$ cat config.mk
export PLATFORM = sky130hd
export DESIGN_NAME = vga_timing_gen
export DESIGN_NICKNAME = d
export VERILOG_FILES = /design/src/rtl/vga_timing_gen.sv
export SDC_FILE = /design/constraint.sdc
export NUM_CORES = 1
export LEC_CHECK = 0
export ABC_AREA = 1
export CELL_PAD_IN_SITES_DETAIL_PLACEMENT = 1
export CELL_PAD_IN_SITES_GLOBAL_PLACEMENT = 1
export CORE_MARGIN = 8
export CORE_UTILIZATION = 38
export CTS_CLUSTER_DIAMETER = 60
export DETAILED_ROUTE_END_ITERATION = 16
export HOLD_SLACK_MARGIN = 0.08
export PLACE_DENSITY = 0.77
export SETUP_SLACK_MARGIN = 0.02
export SLEW_MARGIN = 25
export SYNTH_ARGS = -nofsm -noshare
export SYNTH_HDL_FRONTEND = slang
export SYNTH_SLANG_ARGS = --single-unit
$ cat constraint.sdc
create_clock -name CLK -period 2 [get_ports CLK]
set_clock_uncertainty 0.15 [all_clocks]
set_input_delay 0.2 -clock CLK [delete_from_list [all_inputs] [get_ports CLK]]
set_output_delay 0.2 -clock CLK [all_outputs]
set_load 0.02 [all_outputs]
$ cat src/rtl/vga_timing_gen.sv
// 800x525 raster timing source (CLK/2 pixel clock); outputs registered on the pixel tick.
// Latency: DrawX/DrawY/hs/vs/blank describe the same pixel with zero skew; free-running, no backpressure.
module vga_timing_gen #(
  parameter int unsigned H_VIS  = 640,
  parameter int unsigned H_FP   = 16,
  parameter int unsigned H_SYNC = 96,
  parameter int unsigned H_BP   = 48,
  parameter int unsigned V_VIS  = 480,
  parameter int unsigned V_FP   = 10,
  parameter int unsigned V_SYNC = 2,
  parameter int unsigned V_BP   = 33
) (
  input  logic       CLK,
  input  logic       Reset_n,
  output logic       VGA_clk,
  output logic       hs,
  output logic       vs,
  output logic       blank,
  output logic [9:0] DrawX,
  output logic [9:0] DrawY,
  output logic       frame_start,
  output logic       line_start
);

  localparam logic [9:0] H_LAST = 10'(H_VIS + H_FP + H_SYNC + H_BP - 1);
  localparam logic [9:0] V_LAST = 10'(V_VIS + V_FP + V_SYNC + V_BP - 1);
  localparam logic [9:0] H_VISW = 10'(H_VIS);
  localparam logic [9:0] V_VISW = 10'(V_VIS);
  localparam logic [9:0] HS_BEG = 10'(H_VIS + H_FP);
  localparam logic [9:0] HS_END = 10'(H_VIS + H_FP + H_SYNC);
  localparam logic [9:0] VS_BEG = 10'(V_VIS + V_FP);
  localparam logic [9:0] VS_END = 10'(V_VIS + V_FP + V_SYNC);

  logic       tick;
  logic       h_wrap;
  logic       v_wrap;
  logic [9:0] hc_nxt;
  logic [9:0] vc_nxt;

  // The tick is the edge where VGA_clk falls, so it is simply the current VGA_clk level.
  assign tick = VGA_clk;

  always_comb begin
    h_wrap = (DrawX == H_LAST);
    v_wrap = (DrawY == V_LAST);
    hc_nxt = h_wrap ? 10'd0 : DrawX + 10'd1;
    vc_nxt = DrawY;
    if (h_wrap) begin
      vc_nxt = v_wrap ? 10'd0 : DrawY + 10'd1;
    end
  end

  always_ff @(posedge CLK or negedge Reset_n) begin
    if (!Reset_n) begin
      VGA_clk <= 1'b0;
    end else begin
      VGA_clk <= ~VGA_clk;
    end
  end

  // Syncs and blank are derived from the next counter values so they line up with DrawX/DrawY.
  always_ff @(posedge CLK or negedge Reset_n) begin
    if (!Reset_n) begin
      DrawX <= 10'd0;
      DrawY <= 10'd0;
      hs    <= 1'b1;
      vs    <= 1'b1;
      blank <= 1'b1;
    end else if (tick) begin
      DrawX <= hc_nxt;
      DrawY <= vc_nxt;
      hs    <= !((hc_nxt >= HS_BEG) && (hc_nxt < HS_END));
      vs    <= !((vc_nxt >= VS_BEG) && (vc_nxt < VS_END));
      blank <= (hc_nxt < H_VISW) && (vc_nxt < V_VISW);
    end
  end

  always_ff @(posedge CLK or negedge Reset_n) begin
    if (!Reset_n) begin
      line_start  <= 1'b0;
      frame_start <= 1'b0;
    end else begin
      line_start  <= tick && h_wrap;
      frame_start <= tick && h_wrap && v_wrap;
    end
  end

endmodule

==> results by group <==
Outcome
  • Outcome: completed

Global routing
  • Vias in the first global route: 1894
  • GRT Util Overall: 15.39%
  • Largest net degree at the start of global routing: 27
  • GR Overflow Total: 0
  • Initial antenna violation count: 0
  • First-pass GRT wire length: 9.066 mm

Logic synthesis
  • Cells after Synth: 258
  • Avg Inst Size Synth: 6.843 um2
  • Yosys reg bits: 26
  • Sequential element share of the synthesized area: 37.07%
  • Syn_nets: 264
  • Top cells by count, synth: nand2_1, inv_1, nor2_1
  • Synth top area share: 32.60%
  • Top cells by area, synth: dfrtp_1, nand2_1, inv_1
  • Fraction of registers with async set/reset: 100.0%
  • Synth Flop Type: dfrtp_1
  • Synth cell types: 29
  • Mapped Area: 1765 um2
  • Count leader, synth: nand2_1
  • Yosys top cell by area: dfrtp_1
  • EDFF count, synth: 0
  • Synth warnings: 0

CTS
  • # clock sinks: 26
  • CTS tree: yes
  • Clock Latency Late Sink: 270 ps
  • Hold_buf cts: 0
  • Max Root-Sink Buffers: 2
  • CTS H-tree lvls: 1
  • CTS Buf Count: 3
  • CTS root buf: clkbuf_8
  • Reg clk slew, reported paths: 100 ps

Detailed routing
  • Detailed router's first-iteration violation count: 78
  • Total length of routed wires: 5.212 mm
  • Vias per inst: 4.986
  • Drt drc: 0
  • Wirelength per Cell: 14.60 um
  • DRT Pass-1 Iters: 4
  • Antenna-violating nets left: 0
  • DR vias: 1780

Floorplan
  • Starting Density: 38.39%
  • Width of the die: 84.16 um
  • Placeable Area: 4598 um2
  • Die height: 84.16 um
  • Total die area: 7083 um2
  • Io pins: 28
  • Cell row count: 25

Final layout
  • Synthesis-to-finish area growth: 30.97%
  • ANT cells: 0
  • Register area: 656.9 um2
  • Multi-input gate area: 950.9 um2
  • # fillers: 590
  • Final net count: 310
  • Finished Layout Cells: 357
  • Layout cells sized above 1: 18.15%
  • Final Instance Area: 2312 um2

Pwr
  • Int Power: 704.7 uW
  • Peak VDD IR: 166.1 uV
  • Switching share of total power: 20.46%
  • Combinational fraction of design power: 1.5%
  • Pwr per Cell Area: 383.1 nW/um2
  • Clock share of power: 39.2%
  • Reg power frac: 59.3%
  • P_leak: 0.001159 uW
  • Psw: 181.3 uW
  • Tot Pwr: 885.9 uW

STA
  • Worst-margin pin slew: 411.6 ps
  • Final Cycle Share: 92.05%
  • Final number of hold-violating endpoints: 0
  • Fmax achieved: 543.2 MHz
  • RSZ-0062 raised after global routing: no
  • Fin. max-slew vios: 0
  • Setup TNS: 0 ps
  • Min cycle time layout: 1841 ps
  • Relative slew slack: 72.35%
  • Setup violators final: 0

Placed design
  • Post-DP HPWL: 4.202 mm
  • I/O Buffers: 27
  • Area after DPL: 2206 um2
  • Dpl cells: 350
  • Placer congestion estimate: 0.8781

Setup path
  • Type of origin of the critical path: register
  • CP Data Required Time: 2070 ps
  • CP Class: reg2reg
  • Crit. Startpoint: DrawY[0]
  • Arrival time at the worst endpoint: 1910 ps
  • R2r startpoint: DrawY[0]
  • CP Capture Type: register
  • Crit path max fanout: 5

Worst hold path
  • Min-delay worst type: in2async

Run
  • Max-Cap Viols: 0
critical path, cell delays in order, from the launching register on:
cell and delay, ps:
dfrtp_2 450, inv_1 90, ha_1 180, nand2_1 60
nor2_1 130, nand3_2 130, or2_4 260, nand3_2 90
nand2_1 50, nor2_1 80, nand2_1 50, nand2_1 50
stage by stage:
stage	hold slack (ps)	worst slack, ps	util [%]
floorplan	-245.6	90.59	-
global placement	311.5	68.32	47.97
detailed placement	311.6	17.77	47.97
CTS	152.4	32.19	49.22
global route	164.9	21.63	50.29
finish	144.1	158.9	50.29
state kept, by name, summed over array words and instances, names as in the netlist:
register     flops
DrawX           10
DrawY           10
VGA_clk          1
blank            1
frame_start      1
hs               1
line_start       1
vs               1
what timing repair did:
action | 4_1_cts | 5_1_grt
setup buffers | 0 | 3
pin swaps | 0 | 1
endpoints found under the setup margin | 2 | 4
resized for setup | 1 | 9
hold endpoints to repair | 0 | 0
cell families (layout without fill, tap and decap cells):
| kind of cell | Yosys count | count (layout) | synth area share, % |
|---|---|---|---|
| compound gates | 29 | 29 | 9.284 |
| flops | 26 | 26 | 37.07 |
| simple gates | 153 | 153 | 39.62 |
| fa+ha+maj | 4 | 4 | 2.835 |
| buf+inv | 44 | 89 | 10.20 |
| xor+xnor | 2 | 2 | 0.9924 |
metal layers:
metal / up-vias / GRT usage (%) / share of wire, %
met2: 23 / 27.65 / 50
met1: 856 / 18.43 / 46
li1: 895 / - / -
met3: 6 / 2.420 / 2.8
met5: - / 0 / 0
met4: 0 / 3.768 / 1.1
final timing paths:
path                             to  cells past startpoint  slack [ps]
max                           blank                     11         160
min                        DrawY[7]                      2         140
max reg2reg                   blank                     11         160
min reg2reg                   blank                      2         320
max in group asynchronous     blank                      2        1250
min in group CLK              blank                      2         320
cell type report:
type / count / share of cell area [%]
Clock buffer: 4 / 2.381
Multi-Input combinational cell: 188 / 41.13
Tap cell: 54 / 2.922
Sequential cell: 26 / 28.41
Inverter: 38 / 6.277
Timing Repair Buffer: 47 / 18.89
power by group through the flow:
stage	Combinational [uW]	Clock [uW]	Sequential, uW
finish	13.3	347	526
global route	15.8	377	526
CTS	14.2	355	526
detailed placement	14.2	0	536
global placement	14.5	0	536
floorplan	0.000611	0	536
cells in the final DEF (no fill, tap or decap), types with 2 or more instances in the layout:
cell type / count
xor2_1: 2
nand2_2: 5
nor2_2: 3
dfrtp_2: 2
inv_1: 33
nand2_1: 83
o21bai_1: 3
dfrtp_1: 21
nand3_1: 15
nand3_2: 6
clkbuf_8: 4
dfstp_2: 3
ha_2: 2
nand4_1: 6
ha_1: 2
nor2_1: 30
buf_4: 18
o21ai_1: 4
clkdlybuf4s50_1: 27
o21ai_0: 16
inv_2: 3
a21oi_1: 3
(Power assumes the default switching activity.)
